`src/rtl/s_serializer.sv`:
```
// Parallel-to-serial frame feeder: one ser_clr pulse, then WIDTH bits, one per clock.
// Define S_SERIALIZER_MSBFIRST_EN to emit MSB first (default is LSB first).
module s_serializer #(
    parameter int WIDTH = 10,
    parameter int CNT_W = 4
) (
    input  logic             clk,
    input  logic             rst,
    input  logic [WIDTH-1:0] load_data,
    input  logic             load_valid,
    output logic             load_ready,
    input  logic             abort,
    output logic             ser_out,
    output logic             ser_clr,
    output logic             ser_valid,
    output logic             ser_last,
    output logic             busy
);

    typedef enum logic [1:0] {
        IDLE  = 2'd0,
        CLEAR = 2'd1,
        SHIFT = 2'd2
    } state_t;

    localparam logic [CNT_W-1:0] LAST_IDX = CNT_W'(WIDTH - 1);

    state_t           state, state_nxt;
    logic [CNT_W-1:0] idx, idx_nxt;
    logic [WIDTH-1:0] shreg, shreg_nxt;
    logic             last_bit, xfer;
    logic             ser_out_d, ser_clr_d, ser_valid_d, ser_last_d, busy_d;

    // valid/ready: a word moves on a rising edge where load_valid && load_ready;
    // abort in the same cycle suppresses the capture.
    assign last_bit   = (state == SHIFT) && (idx == LAST_IDX);
    assign load_ready = !rst && ((state == IDLE) || last_bit);
    assign xfer       = load_valid && load_ready && !abort;

    always_ff @(posedge clk or posedge rst) begin
        if (rst) begin
            state     <= IDLE;
            idx       <= '0;
            shreg     <= '0;
            ser_out   <= 1'b0;
            ser_clr   <= 1'b0;
            ser_valid <= 1'b0;
            ser_last  <= 1'b0;
            busy      <= 1'b0;
        end else begin
            state     <= state_nxt;
            idx       <= idx_nxt;
            shreg     <= shreg_nxt;
            ser_out   <= ser_out_d;
            ser_clr   <= ser_clr_d;
            ser_valid <= ser_valid_d;
            ser_last  <= ser_last_d;
            busy      <= busy_d;
        end
    end

    always_comb begin
        state_nxt = state;
        idx_nxt   = idx;
        shreg_nxt = shreg;
        case (state)
            IDLE: begin
                if (xfer) begin
                    state_nxt = CLEAR;
                    idx_nxt   = '0;
                    shreg_nxt = load_data;
                end
            end
            CLEAR: begin
                state_nxt = abort ? IDLE : SHIFT;
                idx_nxt   = '0;
            end
            SHIFT: begin
                if (abort) begin
                    state_nxt = IDLE;
                    idx_nxt   = '0;
                end else if (idx == LAST_IDX) begin
                    // Chaining straight into CLEAR keeps back-to-back frames gap-free.
                    state_nxt = xfer ? CLEAR : IDLE;
                    idx_nxt   = '0;
                    if (xfer) shreg_nxt = load_data;
                end else begin
                    idx_nxt = idx + CNT_W'(1);
                end
            end
            default: begin
                state_nxt = IDLE;
                idx_nxt   = '0;
            end
        endcase
    end

    // Outputs are registered, so they are decoded from the next state.
    always_comb begin
        ser_clr_d   = (state_nxt == CLEAR);
        ser_valid_d = (state_nxt == SHIFT);
        ser_last_d  = (state_nxt == SHIFT) && (idx_nxt == LAST_IDX);
        busy_d      = (state_nxt != IDLE);
        ser_out_d   = 1'b0;
        for (int i = 0; i < WIDTH; i++) begin
            if (ser_valid_d && (idx_nxt == CNT_W'(i))) begin
`ifdef S_SERIALIZER_MSBFIRST_EN
                ser_out_d = shreg_nxt[WIDTH-1-i];
`else
                ser_out_d = shreg_nxt[i];
`endif
            end
        end
    end

endmodule

```
`config.mk`:
```
export PLATFORM = sky130hd
export DESIGN_NAME = s_serializer
export DESIGN_NICKNAME = d
export VERILOG_FILES = /design/src/rtl/s_serializer.sv
export SDC_FILE = /design/constraint.sdc
export NUM_CORES = 1
export LEC_CHECK = 0
export ABC_AREA = 1
export CORE_UTILIZATION = 35
export CTS_CLUSTER_DIAMETER = 150
export DETAILED_ROUTE_END_ITERATION = 16
export HOLD_SLACK_MARGIN = 0.15
export SLEW_MARGIN = 20
export SYNTH_ARGS = -nofsm -noshare
export SYNTH_HDL_FRONTEND = slang
export SYNTH_SLANG_ARGS = --single-unit
```
`constraint.sdc`:
```
create_clock -name clk -period 3.3 [get_ports clk]
set_input_delay 0.495 -clock clk [delete_from_list [all_inputs] [get_ports clk]]
set_output_delay 0.495 -clock clk [all_outputs]
set_load 0.005 [all_outputs]
```
; Word-level counts from Yosys, hierarchy flattened
; Index checks and enable logic that the tools add are counted.
[classes]
n_eq_ne = 14
n_addsub = 1
mux = 24
n_reduce_logical = 20
[ops]
columns = op, count
row1 = 10-bit two-way mux, 3
row2 = 10-bit case mux with 2 select lines, 1
row3 = 4-bit by 3-bit equality test with 1-bit output (second input constant), 4
row4 = 1-bit logical AND, 14
row5 = 4-bit equality test (second input constant), 3
row6 = 4-bit two-way mux, 3
row7 = 1-bit two-way mux, 11
row8 = 4-bit by 2-bit equality test with 1-bit output (second input constant), 2
row9 = 2-bit two-way mux, 4
row10 = 4-bit case mux with 2 select lines, 1
row11 = 2-bit case mux with 3 select lines, 1
row12 = 4-bit by 1-bit adder with 4-bit output (second input constant), 1
row13 = 2-bit by 1-bit equality test with 1-bit output (second input constant), 2
row14 = 2-bit equality test (second input constant), 2
row15 = 4-bit by 1-bit equality test with 1-bit output (second input constant), 1
row16 = 4-bit logical NOT, 1
row17 = 1-bit logical NOT, 2
row18 = 2-bit logical NOT, 1
row19 = 2-bit nonzero test, 1
row20 = 1-bit logical OR, 1
[totals]
regBits = 21
elab_cells = 67
input_bits = 14
out_inout_bits = 6

; Longest topological paths before layout
[depth]
depth_word = 22
ltp_mapped = 14
ltp_nobuf = 14

; Worst setup path after synthesis
; No wires, ideal clock.
[synth_timing]
kind = input to register
start = input port rst
end = register ser_out
arrival_time_ns = 1.681
required_time_ns = 3.179
setup_time_ns = 0.121
path_buffers = 0
path_slack_ns = 1.498
path_stages = 10
path_cell_list = inv_2 -> a31oi_4 -> a21oi_2 -> nand2_1 -> nor2_1 -> nor2_1 -> nand2_1 -> nand2_1 -> nand3_2 -> nand3_2
[synth_between]
elab_chain_len = 20
word_cells_on_any_way = 46
cone_classes = eq/ne (10) / mux (21) / reduce/logical (15)
[synth_lines]
columns = element, line_no
row1 = "start, declared", 8  ; input logic rst,
row2 = 1-bit logical NOT (no line) *, n/a
row3 = 1-bit logical AND *, 37  ; assign load_ready = !rst && ((state == IDLE) || last_bit);
row4 = 1-bit logical AND * (2 in a row), 38  ; assign xfer = load_valid && load_ready && !abort;
row5 = 1-bit two-way mux, 84  ; state_nxt = xfer ? CLEAR : IDLE;
row6 = 2-bit two-way mux, 82  ; end else if (idx == LAST_IDX) begin
row7 = 2-bit two-way mux, 79  ; if (abort) begin
row8 = 2-bit case mux with 3 select lines, 66  ; case (state)
row9 = 2-bit equality test, 101  ; ser_valid_d = (state_nxt == SHIFT);
row10 = 1-bit logical AND, 106  ; if (ser_valid_d && (idx_nxt == CNT_W'(i))) begin
row11 = 1-bit two-way mux (9 in a row), 106
row12 = 1-bit two-way mux *, 106
row13 = via ser_out_d, 32  ; logic ser_out_d, ser_clr_d, ser_valid_d, ser_last_d, busy_d;
row14 = "end signal, assigned", 54  ; ser_out <= ser_out_d;
row15 = "end, declared", 13  ; output logic ser_out,
; Mark *: on every way through the listed nets, which the timed path passes. The rest lies on a longest branch.

; Worst setup path in the final report
[layout_timing]
start = register idx[0]
end = output port load_ready
[layout_between]
elab_chain_len = 4
[layout_lines]
columns = element, line_no
row1 = "start, declared", 29  ; logic [CNT_W-1:0] idx, idx_nxt;
row2 = "start signal, assigned", 52  ; idx <= idx_nxt;
row3 = 4-bit equality test, 36  ; assign last_bit = (state == SHIFT) && (idx == LAST_IDX);
row4 = 1-bit logical AND, 36
row5 = 1-bit logical OR, 37
row6 = 1-bit logical AND, 37
row7 = "end, declared", 11  ; output logic load_ready,
; No other way between the ends.

==> reports/metrics.sh <==
FIRST_PASS_ITERS=4
PLACE.DETAILED.HPWL_MM=1.705
STATUS='finished, final reports clean'
DESIGN_AREA_UM2=1396
MAX_FREQ_GHz=0.3999
TIMING.CRITICAL_PATH.SLOWEST_CELL_DELAY_PS=490
HOLD_PATH.CLASS='primary input to async pin'
FINAL_CELL_COUNT_NO_FILL=199
REGTOREGSETUPSLACK_PS=1470
TIMING.CRITICAL_PATH.CELLS='ha_1 > nand2_1 > nor2_1 > nand2_1 > nand2_1 > nand2_1 > inv_1 > clkdlybuf4s50_1'
FINAL_UTIL=0.4574
CATEGORY_OF_CELLS_ACCOUNTING_FOR_THE_LARGEST_SHARE_OF_CRITICAL_PATH_DELAY='buffers and inverters'
FIN_CRIT_PS=2500
FLOORPLAN.DIE_AREA_UM2=3452
NUM_ANTENNA_CELLS=0
DETAILROUTE.VIA_COUNT=903
TOP_LAYER_USED='met4'
FINAL_LAYOUT_SIZE_SUFFIX_GT1_FRAC=0.2129
DPL_CELL_AREA_UM2=1369
BOUNDARY_PINS=20
MET3_LENGTH_UM=69
DETAIL-ROUTE-ANTENNA-NETS=0
CLOCK-ROOT-BUFFER='clkbuf_4'
AREA.GROWTH.SYNTH_TO_FINAL_PCT=23.86
CRITICAL_PATH_SINK_TYPE='output pin'
STD_CELL_ROWS=20
HTREE_LEVELS=1
POWER-PER-CELL-AREA_nW_PER_UM2=392.0
COREAREA_UM2=3053
CTS_REPAIR_RESIZE_COUNT=0
DRT_ITER0_DRC=55
FIN_TNS_SETUP_PS=0
SYNTH_CELL_TYPE_COUNT=24
PORTBUFFERS=19
TRITONCTS='done'
WL_PER_CELL_UM=10.96
WORST_PATH_MOST_REPEATED_CELL='nand2_1'
SYNTHESIS.YOSYS.WARNINGS=0
FINALCRITPERIODSHARE=0.7577
TIMING_WORST_SLEW_PIN_VALUE_PS=561.1
POST-CTS-SETUP-BUFFER-COUNT=0
CTS-BUFFERS-INSERTED=3
INITIAL_UTILIZATION=0.3693
RSZ_0062_RAISED_AFTER_GLOBAL_ROUTING='no'
CRITPATHLAUNCHTYPE='flop'
PATH_MAX_FANOUT=7
CTS_NUM_SINKS=21
GRT_FIRST_PASS_WIRELENGTH_MM=3.815
CTSLONGESTPATHBUFFERS=2
ROUTE.MET2.WL_MM=1.014
NUMBER_OF_GLOBAL_ROUTE_VIAS_BEFORE_REPAIR=843
NNETSFINAL=172
SETUP-VIOLATIONS-FINAL=0
NETLIST_AREA_UM2=1127
CP.REQUIRED_PS=2800
CRITPATHARRIVALTIME_PS=2010
POSTSYNTHAREAPERCELL_UM2=8.540
CTS-HOLD-FIX-BUFFERS=0
CLK_PIN_SLEW_WORST_PATHS_PS=120
PLACE.GP.CONGESTION=0.7845
SYN-NUM-NETS=148
DIE_W_UM=58.76
SLOWEST_STAGE='clkdlybuf4s50_1'
TIMING_HOLD_VIOLATIONS_FINAL=0
WL_MM=2.182
IR_DROP_mV=0.1869
MAXCAPVIOLATIONS=0
ROUTEDLENGTHMET1_MM=1.080
FINALMAXSLEWVIOLATIONS=0
DETAILEDPLACE.WORSTSLACK_PS=939.8
GRT_MAX_DEGREE=17
MAX-SLEW-MARGIN-REL=0.6227
WORST-SETUP-PATH-TYPE='flop to output pin'
YOSYS_REGISTER_BITS=21
ROUTE.DETAILED.VIAS_PER_INST=4.538
BIGGEST_AREA_CONSUMER_AMONG_SYNTHESIZED_CELLS='dfrtp_1'
TIMING.FINAL.WS_SETUP_PS=799.6
GRT_ANTENNA_BEFORE_REPAIR=0
YOSYSTOPAREACELLSHARE=0.4661
SYNTH.TOP_CELLS.BY_AREA='dfrtp_1 47%, nand2_1 12%, inv_1 4.3%'
CRITICAL_PATH.N_BUFFERS_INVERTERS=2
FINALCLOCKSKEW_PS=3.492
GRT_REMAINING_OVERFLOW=0
CLOCK_INSERTION_DELAY_WORST_SKEW_PS=300
PLACE.DETAILED.INSTANCES=195
SYNTH_CELLS=132
GLOBAL_ROUTE.USAGE.TOTAL=0.1483
ROUTE.DETAILED.DRC=0
SYNTH_SEQ_AREA_SHARE=0.4661
LEAKAGE_nW=0.6900
DIE_H_UM=58.76
==> layout by cell type, fill, tap and decap left out, drive strengths merged <==
master         count
nand2             44
inv               22
dfrtp             21
clkdlybuf4s50     19
nand3             10
nor2               9
nand4              7
clkbuf             3
o31ai              2
xor2               2
o21ai              2
a21oi              2
and2               2
nor3               2
ha                 2
a31oi              1
or2                1
nor4               1
o211ai             1
clkinv             1
buf                1
==> logic make-up (layout without fill, tap and decap cells) <==
| family | after synthesis | count (layout) | share of synthesized area |
|---|---|---|---|
| AOI/OAI and AO/OA | 8 | 8 | 0.06993 |
| xor gates and xnor gates | 2 | 2 | 0.01554 |
| adders and majority gates | 2 | 2 | 0.02219 |
| buffers and inverters | 23 | 46 | 0.08324 |
| DFF | 21 | 21 | 0.4661 |
| and+or+nand+nor | 76 | 76 | 0.3430 |
==> synthesized netlist by cell type <==
cell      number
inv_1         13
nor2_4         1
inv_2          9
ha_1           2
dfrtp_1       21
xor2_1         2
o21ai_2        2
buf_6          1
nor2_1         7
nor2_2         1
o31ai_1        2
nand2_2        7
nand3_1        8
o211ai_1       1
nand2_1       37
a31oi_4        1
and2_1         2
nand4_1        6
nand3_2        2
nor3_1         2
nor4_2         1
a21oi_2        2
nand4_4        1
or2_2          1
==> final cells by class <==
class / count / area, um2
Fill cell: 312 / 1657
Sequential cell: 21 / 525.5
Multi-Input combinational cell: 88 / 508.0
Timing Repair Buffer: 20 / 197.7
Inverter: 22 / 82.58
Tap cell: 44 / 55.05
Clock buffer: 3 / 22.52
Clock inverter: 1 / 5.005
==> registers in the layout (all words and copies together), names as in the netlist <==
signal	flops
busy	1
state	2
ser_clr	1
idx	4
shreg	10
ser_valid	1
ser_last	1
ser_out	1
==> worst register-to-register path: stages (launching register included) <==
cell and delay [ps]:
dfrtp_1 480, ha_1 200, nand3_1 120, nand2_1 130, nand4_4 210, nand2_1 130, nand2_1 80, nor2_1 100
nor2_1 50, nand2_1 60, nand2_1 60, nand3_2 60, nand3_2 50
==> metal layers <==
metal  vias to the layer above  global-route usage
met3                         2             0.01978
met5                         -                   0
met1                       422              0.1997
li1                        465                   -
met4                         0             0.06122
met2                        14              0.2403
==> metrics by stage <==
stage | total power [W] | hold slack, ps
finish | 0.0005473 | 470.1
floorplan | 0.0003856 | 417.1
detailed placement | 0.0004307 | 466.9
CTS | 0.0005571 | 477.7
global placement | 0.0004277 | 465.8
global route | 0.0005807 | 513.0
==> where the power goes <==
| part | leakage [nW] | switching [W] | internal [W] |
|---|---|---|---|
| Clock | 0.0177 | 0.0000787 | 0.0000452 |
| Combinational | 0.402 | 0.0000698 | 0.0000542 |
| Sequential | 0.271 | 0.0000121 | 0.000287 |
==> path summary, 6_finish.rpt <==
kind                               startpoint                  to  depth (start not counted)
max in group asynchronous                 rst  shreg[8]$_DFF_PP0_                          3
min                                       rst  shreg[4]$_DFF_PP0_                          2
min reg2reg                shreg[9]$_DFF_PP0_  shreg[9]$_DFF_PP0_                          2
max                          idx[0]$_DFF_PP0_          load_ready                          8
min in group clk           shreg[9]$_DFF_PP0_  shreg[9]$_DFF_PP0_                          2
max reg2reg                  idx[0]$_DFF_PP0_   ser_out$_DFF_PP0_                         12
(Power assumes the default switching activity.)
